--- config.mk ---
export PLATFORM = sky130hd
export DESIGN_NAME = uart_tx_serializer
export DESIGN_NICKNAME = d
export VERILOG_FILES = /design/src/rtl/uart_pkg.sv /design/src/rtl/uart_baud_tick.sv /design/src/rtl/uart_tx_serializer.sv
export SDC_FILE = /design/constraint.sdc
export NUM_CORES = 1
export LEC_CHECK = 0
export ABC_AREA = 1
export BUFFER_PORTS_ARGS = -buffer_cell sky130_fd_sc_hd__buf_4
export CORE_UTILIZATION = 34
export DETAILED_ROUTE_END_ITERATION = 10
export GPL_TIMING_DRIVEN = 0
export SLEW_MARGIN = 40
export SYNTH_ARGS = -nofsm -noshare
export SYNTH_HDL_FRONTEND = slang
export SYNTH_SLANG_ARGS = --single-unit
--- constraint.sdc ---
create_clock -name clk -period 3.68 [get_ports clk]
set_input_delay 0.552 -clock clk [delete_from_list [all_inputs] [get_ports clk]]
set_output_delay 0.552 -clock clk [all_outputs]
set_load 0.01 [all_outputs]
--- src/rtl/uart_pkg.sv ---
// ---------------------------------------------------------------------------
// uart_pkg
//   Shared definitions for the UART transmit path.
//
//   Contents:
//     UART_DEFAULT_CLKS_PER_BIT : default bit period in clk cycles
//                                 (100 MHz clock, 9600 baud)
//     UART_IDLE_LEVEL           : level of the serial line when nothing is sent
//     UART_DATA_BITS            : payload bits per frame
//     UART_BAUD_CNT_W           : width of the bit-period counter (covers 65535)
//     tx_state_e                : transmitter state encoding
//     uart_even_parity()        : even parity over one data byte
//
//   Optional feature macro: UART_TX_PARITY_EN adds the PARITY state and the
//   parity helper. Without it neither exists.
// ---------------------------------------------------------------------------
package uart_pkg;

  localparam int unsigned UART_DEFAULT_CLKS_PER_BIT = 10417;
  localparam logic        UART_IDLE_LEVEL           = 1'b1;
  localparam int unsigned UART_DATA_BITS            = 8;
  localparam int unsigned UART_BAUD_CNT_W           = 16;

  // Explicit encodings keep the values stable whether or not the parity
  // state is compiled in, so debug captures read the same across builds.
  typedef enum logic [2:0] {
    TX_IDLE   = 3'd0,
    TX_START  = 3'd1,
    TX_DATA   = 3'd2,
`ifdef UART_TX_PARITY_EN
    TX_PARITY = 3'd3,
`endif
    TX_STOP   = 3'd4
  } tx_state_e;

`ifdef UART_TX_PARITY_EN
  // Even parity: the parity bit makes the total count of ones even,
  // which is simply the XOR of the data bits.
  function automatic logic uart_even_parity(input logic [UART_DATA_BITS-1:0] data);
    return ^data;
  endfunction
`endif

endpackage

--- src/rtl/uart_baud_tick.sv ---
// ---------------------------------------------------------------------------
// uart_baud_tick
//   Bit-period counter. Counts clk cycles while enabled and emits a
//   one-cycle tick on the last cycle of every bit period, then wraps to 0.
//
//   Parameters:
//     CLKS_PER_BIT : clk cycles per serial bit (2..65535)
//   Ports:
//     clk    : rising-edge clock
//     reset  : asynchronous active-low reset, clears the counter
//     clear  : synchronous clear, restarts the bit period from 0
//     enable : count while high; the counter holds while low
//     tick   : high during the final cycle of a bit period
// ---------------------------------------------------------------------------
module uart_baud_tick
  import uart_pkg::*;
#(
  parameter int unsigned CLKS_PER_BIT = UART_DEFAULT_CLKS_PER_BIT
) (
  input  logic clk,
  input  logic reset,
  input  logic clear,
  input  logic enable,
  output logic tick
);

  localparam logic [UART_BAUD_CNT_W-1:0] LAST_CNT = UART_BAUD_CNT_W'(CLKS_PER_BIT - 1);

  logic [UART_BAUD_CNT_W-1:0] cnt;
  logic                       at_last;

  assign at_last = (cnt == LAST_CNT);

  // Tick is decoded from the registered count, so it is glitch-free and
  // lines up with the cycle in which the current bit is still on the line.
  assign tick = enable & at_last;

  always_ff @(posedge clk or negedge reset) begin
    if (!reset) begin
      cnt <= '0;
    end else if (clear) begin
      cnt <= '0;
    end else if (enable) begin
      if (at_last) begin
        cnt <= '0;
      end else begin
        cnt <= cnt + 1'b1;
      end
    end
  end

endmodule

--- src/rtl/uart_tx_serializer.sv ---
// ---------------------------------------------------------------------------
// uart_tx_serializer
//   8-bit UART transmitter. A rising edge on tx_en while idle latches
//   tx_data and sends one frame: start bit (0), 8 data bits LSB first,
//   optional even parity bit, stop bit (1). Every bit lasts CLKS_PER_BIT
//   clk cycles.
//
//   Parameters:
//     CLKS_PER_BIT : clk cycles per serial bit (2..65535)
//   Ports:
//     clk       : rising-edge clock
//     reset     : asynchronous active-low reset
//     tx_data   : byte to send, sampled only on the accepted tx_en edge
//     tx_en     : transmit request level; only its rising edge matters
//     txd       : serial line, idles high
//     tx_status : 1 = idle and ready, 0 = frame in progress
//     tx_done   : one-cycle pulse in the first idle cycle after a frame
//     state_dbg : current transmitter state, for observation only
//
//   Handshake: tx_en is edge-triggered, not valid/ready. A request is taken
//   only when tx_en was low on the previous clock, is high now, and the
//   transmitter is in IDLE. Edges seen while busy are dropped (no queueing,
//   no abort), and a level held high yields exactly one frame.
//
//   Optional feature macro: UART_TX_PARITY_EN inserts an even-parity bit
//   between the last data bit and the stop bit (11-bit frame instead of 10).
// ---------------------------------------------------------------------------
module uart_tx_serializer
  import uart_pkg::*;
#(
  parameter int unsigned CLKS_PER_BIT = UART_DEFAULT_CLKS_PER_BIT
) (
  input  logic       clk,
  input  logic       reset,
  input  logic [7:0] tx_data,
  input  logic       tx_en,
  output logic       txd,
  output logic       tx_status,
  output logic       tx_done,
  output tx_state_e  state_dbg
);

  tx_state_e  state;
  logic       tx_en_q;
  logic [7:0] data_q;
  logic [2:0] bit_idx;
  logic [2:0] next_idx;
  logic       start_cond;
  logic       baud_tick;
  logic       busy;

  // tx_en_q resets to 1 so a level that is already high when reset is
  // released does not look like a fresh request.
  assign start_cond = tx_en & ~tx_en_q & (state == TX_IDLE);
  assign busy       = (state != TX_IDLE);
  assign next_idx   = bit_idx + 3'd1;
  assign state_dbg  = state;

  // The counter is cleared on the accepting edge so the start bit gets a
  // full bit period regardless of where the counter was left.
  uart_baud_tick #(
    .CLKS_PER_BIT (CLKS_PER_BIT)
  ) u_baud_tick (
    .clk    (clk),
    .reset  (reset),
    .clear  (start_cond),
    .enable (busy),
    .tick   (baud_tick)
  );

  always_ff @(posedge clk or negedge reset) begin
    if (!reset) begin
      state     <= TX_IDLE;
      txd       <= UART_IDLE_LEVEL;
      tx_status <= 1'b1;
      tx_done   <= 1'b0;
      tx_en_q   <= 1'b1;
      data_q    <= 8'h00;
      bit_idx   <= 3'd0;
    end else begin
      tx_en_q <= tx_en;
      tx_done <= 1'b0;

      case (state)
        TX_IDLE: begin
          if (start_cond) begin
            data_q    <= tx_data;
            bit_idx   <= 3'd0;
            state     <= TX_START;
            txd       <= ~UART_IDLE_LEVEL;
            tx_status <= 1'b0;
          end
        end

        TX_START: begin
          if (baud_tick) begin
            state <= TX_DATA;
            txd   <= data_q[0];
          end
        end

        TX_DATA: begin
          if (baud_tick) begin
            if (bit_idx == 3'd7) begin
`ifdef UART_TX_PARITY_EN
              state <= TX_PARITY;
              txd   <= uart_even_parity(data_q);
`else
              state <= TX_STOP;
              txd   <= UART_IDLE_LEVEL;
`endif
            end else begin
              bit_idx <= next_idx;
              txd     <= data_q[next_idx];
            end
          end
        end

`ifdef UART_TX_PARITY_EN
        TX_PARITY: begin
          if (baud_tick) begin
            state <= TX_STOP;
            txd   <= UART_IDLE_LEVEL;
          end
        end
`endif

        TX_STOP: begin
          // The cycle after the stop bit is already IDLE, so a new request
          // can be accepted on the very edge that ends the tx_done cycle.
          if (baud_tick) begin
            state     <= TX_IDLE;
            tx_status <= 1'b1;
            tx_done   <= 1'b1;
          end
        end

        default: begin
          state     <= TX_IDLE;
          txd       <= UART_IDLE_LEVEL;
          tx_status <= 1'b1;
        end
      endcase
    end
  end

endmodule
After elaboration in Yosys (flattened, before gate mapping)
Cells that the tools add are included.
- $lt $le $gt $ge: 1
- shift operators: 0
- muxes and demuxes: 24
- add/sub/neg operators: 2
- bitwise operators: 6
- multiply operators: 0
- reduce and logical (&&, ||, !) cells: 10
- eq/ne operators: 11
- divide/modulo/power cells: 0
- operators with widths (operator ; count):
    16-bit two-way mux ; 3
    3-bit two-way mux ; 8
    16-bit by 1-bit adder with 16-bit output (second input constant) ; 1
    16-bit by 14-bit equality test with 1-bit output (second input constant) ; 1
    2-bit inequality test (second input constant) ; 6
    3-bit one-hot mux with 4 select lines ; 1
    1-bit two-way mux ; 8
    4-bit AND reduction ; 2
    3-bit equality test (second input constant) ; 2
    3-bit one-hot mux with 2 select lines ; 1
    5-bit AND reduction ; 1
    3-bit by 4-bit less-than comparator with 1-bit output (second input constant) ; 1
    1-bit one-hot mux with 4 select lines ; 1
    2-bit nonzero test ; 2
    3-bit by 1-bit adder with 3-bit output (second input constant) ; 1
    1-bit AND ; 3
    1-bit binary-select mux with 3-bit select ; 1
    3-bit by 1-bit equality test with 1-bit output (second input constant) ; 1
    3-bit by 2-bit equality test with 1-bit output (second input constant) ; 1
    3-bit zero test ; 1
    1-bit inverter ; 3
    1-bit one-hot mux with 3 select lines ; 1
    3-bit AND reduction ; 1
    3-bit nonzero test ; 1
    2 further kinds ; 2
- word-level logic and storage cells: 62
- memory bits (writable): 0
- latch bits: 0
- input port bits: 11
- memory bits (read-only): 0
- register bits: 34
- memories: 0
- output and inout bits: 6

Depth between registers and ports, before layout
- word-level depth: 6
- gate-level depth with buffers: 11
- depth with buffers taken out: 10

Modules after synthesis
A second synthesis with hierarchy kept.
- cell total of the unflattened synthesis: 272
- area total of the unflattened synthesis: 2010.7 um^2
- by module, submodules not included (module ; instances ; area each (um^2) ; cells an instance ; sequential area each (um^2)):
    uart_baud_tick ; 1 ; 1084.8 ; 158 ; 400.4
    uart_tx_serializer ; 1 ; 925.9 ; 114 ; 454.2

Worst setup path after synthesis
Ideal clock, no wire load.
- kind: register -> register
- start point: register bit_idx[0]
- end point: register txd
- data arrival time: 1370 ps
- required time: 3603 ps
- path slack: 2233 ps
- setup time: 77 ps
- stages on the path, launching flop included: 11
- path buffers: 0
- clock period less this slack: 1447 ps
- cells stage by stage: dfrtp_1 > ha_1 > ha_1 > inv_1 > nand3_1 > nand3b_1 > nand3_1 > nand2_1 > nand2_1 > nand2_1 > nand2_1
- word-level cells in the longest chain between the ends: 6
- elaborated cells on any way between the ends: 7
- classes of those cells: add/sub: 1; eq/ne: 1; mux: 5
- ends and longest elaborated chain (what ; line ; source):
    start: declaration ; uart_tx_serializer.sv:46 ; logic [2:0] bit_idx;
    start signal: assignment ; uart_tx_serializer.sv:113 ; bit_idx <= next_idx;
    3-bit by 1-bit adder with 3-bit output ; uart_tx_serializer.sv:56 ; assign next_idx = bit_idx + 3'd1;
    1-bit binary-select mux with 3-bit select ; uart_tx_serializer.sv:114 ; txd <= data_q[next_idx];
    1-bit two-way mux (not written as such) ; uart_tx_serializer.sv:114 ;
    1-bit two-way mux * ; uart_tx_serializer.sv:104 ; if (bit_idx == 3'd7) begin
    1-bit two-way mux * ; uart_tx_serializer.sv:103 ; if (baud_tick) begin
    1-bit one-hot mux with 4 select lines * ; uart_tx_serializer.sv:84 ; case (state)
    end signal: assignment ; uart_tx_serializer.sv:90 ; txd <= ~UART_IDLE_LEVEL;
    end signal: assignment ; uart_tx_serializer.sv:98 ; txd <= data_q[0];
    end signal: assignment ; uart_tx_serializer.sv:114 ;
    end: declaration ; uart_tx_serializer.sv:37 ; output logic txd,
Every way passes the cells marked *; elsewhere a longest branch is shown, timed or not. The select of a mux whose other input is x is not followed.
A chain may end at the register's enable or synchronous reset.

Worst setup path in the final report
Ends and elaborated chain as after synthesis.

==> impl_metrics.env <==
export IMPL_worstPathArrival_ns=1.84
export IMPL_fin_setup_tns_ns=0
export IMPL_status="complete, no violations"
export IMPL_ios=17
export IMPL_die_h_um=78.1
export IMPL_fmax_ghz=0.614
export IMPL_crit_type="flip-flop to flip-flop"
export IMPL_clock_sinks=34
export IMPL_area_growth_synth_to_final_pct=14.9
export IMPL_final_common_cell="nand2_1"
export IMPL_final_nets=297
export IMPL_yosysSeqAreaShare_pct=43.4
export IMPL_hold_path_class="input pin to async pin"
export IMPL_htreeDepth=2
export IMPL_dp_hpwl_um=2910
export IMPL_viasPerCell=4.65
export IMPL_hold_violations=0
export IMPL_cp_start_kind="flip-flop"
export IMPL_synth_avg_cell_area_um2=7.59
export IMPL_worstMarginPinSlew_ns=0.434
export IMPL_most_common_layout_cells="nand2_1 (90), dfrtp_1 (31), inv_1 (22), nand3_1 (21), nor2_1 (20)"
export IMPL_cts_hold_buffers_added=0
export IMPL_dieArea_um2=6090
export IMPL_irDropWorstVdd_uv=114
export IMPL_drv_slew=0
export IMPL_powerDensity_nw_per_um2=294
export IMPL_grt_max_degree=35
export IMPL_startpoint="bit_idx[0]$_DFFE_PN0P_"
export IMPL_die_w_um=78.1
export IMPL_grt_overflow=0
export IMPL_maxCapViolations=0
export IMPL_wl_per_cell_um=11.4
export IMPL_wirelength_um=4050
export IMPL_rsz0062_at_grt="false"
export IMPL_r2r_cells=10
export IMPL_fin_crit_ns=1.63
export IMPL_drc=0
export IMPL_antenna_cells=0
export IMPL_ys_warn_count=0
export IMPL_cts_setup_buffers=0
export IMPL_grt_pass1_wl_um=7240
export IMPL_gp_congestion=0.880
export IMPL_seq_area_um2=855
export IMPL_nFillCells=591
export IMPL_fin_worst_skew_ns=0.00483
export IMPL_numPortBuffers=16
export IMPL_antenna_found_initial=0
export IMPL_start_util_pct=35.5
export IMPL_synth_fa_ha_area_share_pct=2.54
export IMPL_cts_buffers=5
export IMPL_slew_headroom_pct=71.0
export IMPL_synth_compound_area_share_pct=10.5
export IMPL_clockBufferDepth=2
export IMPL_synthXorXnorAreaFrac_pct=0.891
export IMPL_drt_iter0_drc=74
export IMPL_crit_fanout=7
export IMPL_final_antenna_net_count=0
export IMPL_via_count=1652
export IMPL_cts_root_buf="clkbuf_8"
export IMPL_grtUsageTotal_pct=15.1
export IMPL_coreArea_um2=5540
export IMPL_grt_pass1_vias=1608
export IMPL_clock_latency_ns=0.28
export IMPL_ctsResizeCount=0
export IMPL_utilization_pct=40.8
export IMPL_setup_viol=0
export IMPL_syn_inst=259
export IMPL_syn_cell_area_um2=1970
export IMPL_cts_tree="done"
export IMPL_path_clk_slew_ns=0.07
export IMPL_cp_required_ns=3.90
export IMPL_r2r_start="bit_idx[0]$_DFFE_PN0P_"
export IMPL_p_leak_nw=1.08
export IMPL_drive_gt1_share_pct=17.3
export IMPL_worst_setup_path_end_kind="flip-flop"
export IMPL_synth_fp_nets=274
export IMPL_ys_types=28
export IMPL_synth_area_mux_share_pct=0
export IMPL_ys_ff_latch=34
export IMPL_synth_simple_area_share_pct=35.9
export IMPL_num_rows=27
export IMPL_synth_top_family_by_area="simple AND/OR/NAND/NOR gates"
export IMPL_multi_input_area_um2=981
export IMPL_dr_pass1_iters=4
export IMPL_fin_crit_sh_pct=44.3
[worst max-delay path, cell delays in order, from the launching register on]
cell	delay [ns]
dfrtp_1	0.46
ha_1	0.23
ha_1	0.32
inv_1	0.09
nand3_1	0.08
nand3b_1	0.08
nand3_1	0.07
nand2_1	0.08
nand2_1	0.06
nand2_1	0.05
nand2_1	0.04
[metal layers]
metal,vias to the layer above,part of all wire (%),routed length [µm],track usage (%)
li1,877,-,-,-
met1,736,51,2070,19.9
met2,31,43,1750,24.3
met3,8,3.7,151,2.79
met4,0,1.7,68,6.11
met5,-,0,0,0
[power by group]
part | switching, mW | leakage (nW) | internal (mW)
combinational | 0.0113 | 0.598 | 0.00815
clock | 0.136 | 0.0450 | 0.131
sequential | 0.000893 | 0.440 | 0.376
[synthesized netlist by cell type]
cell	n	area [µm²]
a21oi_1	2	10.0
a21oi_4	3	48.8
buf_6	2	22.5
clkinv_1	2	7.51
dfrtp_1	31	776
dfstp_2	3	78.8
ha_1	4	50.1
inv_1	22	82.6
inv_2	5	18.8
nand2_1	90	338
nand2_2	4	25.0
nand2_4	1	11.3
nand3_1	21	105
nand3_2	1	10.0
nand3b_1	4	30.0
nand4_1	4	25.0
nor2_1	20	75.1
nor2_2	3	18.8
nor2_4	3	33.8
nor2_8	1	20.0
nor3_1	3	15.0
o2111ai_1	1	8.76
o211ai_1	1	7.51
o21ai_0	17	85.1
o21ai_1	8	40.0
o22ai_1	1	6.26
xnor2_1	1	8.76
xor2_1	1	8.76
[worst paths after layout]
path,end,slack [ns]
hold / removal,u_baud_tick.cnt[9]$_DFFE_PN0P_,0.20
setup / recovery,txd$_DFFE_PN1P_,2.05
min in group clk,tx_en_q$_DFF_PN1_,0.38
hold reg to reg,tx_status$_DFFE_PN1P_,0.47
max in group asynchronous,tx_en_q$_DFF_PN1_,3.13
setup reg to reg,txd$_DFFE_PN1P_,2.05
[layout make-up]
| cell class | instances | share of cell area [%] |
|---|---|---|
| sequential | 34 | 37.8 |
| buffer | 2 | 0.997 |
| multi-input combinational | 194 | 43.4 |
| inverter | 29 | 4.82 |
| tap | 72 | 3.99 |
| timing repair buffer | 16 | 5.32 |
| clock inverter | 2 | 0.443 |
| clock buffer | 6 | 3.21 |
[cell families (layout without fill, tap and decap cells)]
logic type / after synthesis / after routing
adder cells (fa/ha/maj): 4 / 4
XOR/XNOR: 2 / 2
flip-flops: 34 / 34
buffers and inverters: 31 / 55
AND/OR/NAND/NOR: 155 / 155
AO/OA/AOI/OAI: 33 / 33
[registers in the layout, summed over array words and instances (netlist names)]
name             count
txd                  1
bit_idx              3
state_dbg            3
data_q               8
tx_done              1
tx_status            1
tx_en_q              1
u_baud_tick.cnt     16
[per-stage QoR]
step	hold WS, ns	cell area (µm²)	power (mW)	worst slack [ns]	cells
after CTS	0.219	2260	0.676	2.03	355
after global placement	0.459	2180	0.404	2.06	347
after floorplan	0.256	1970	0.387	2.23	259
after detailed placement	0.469	2180	0.404	2.07	347
after global routing	0.242	2260	0.693	1.92	355
final	0.205	2260	0.663	2.05	355
No activity file was read; power rests on OpenSTA's default activity.
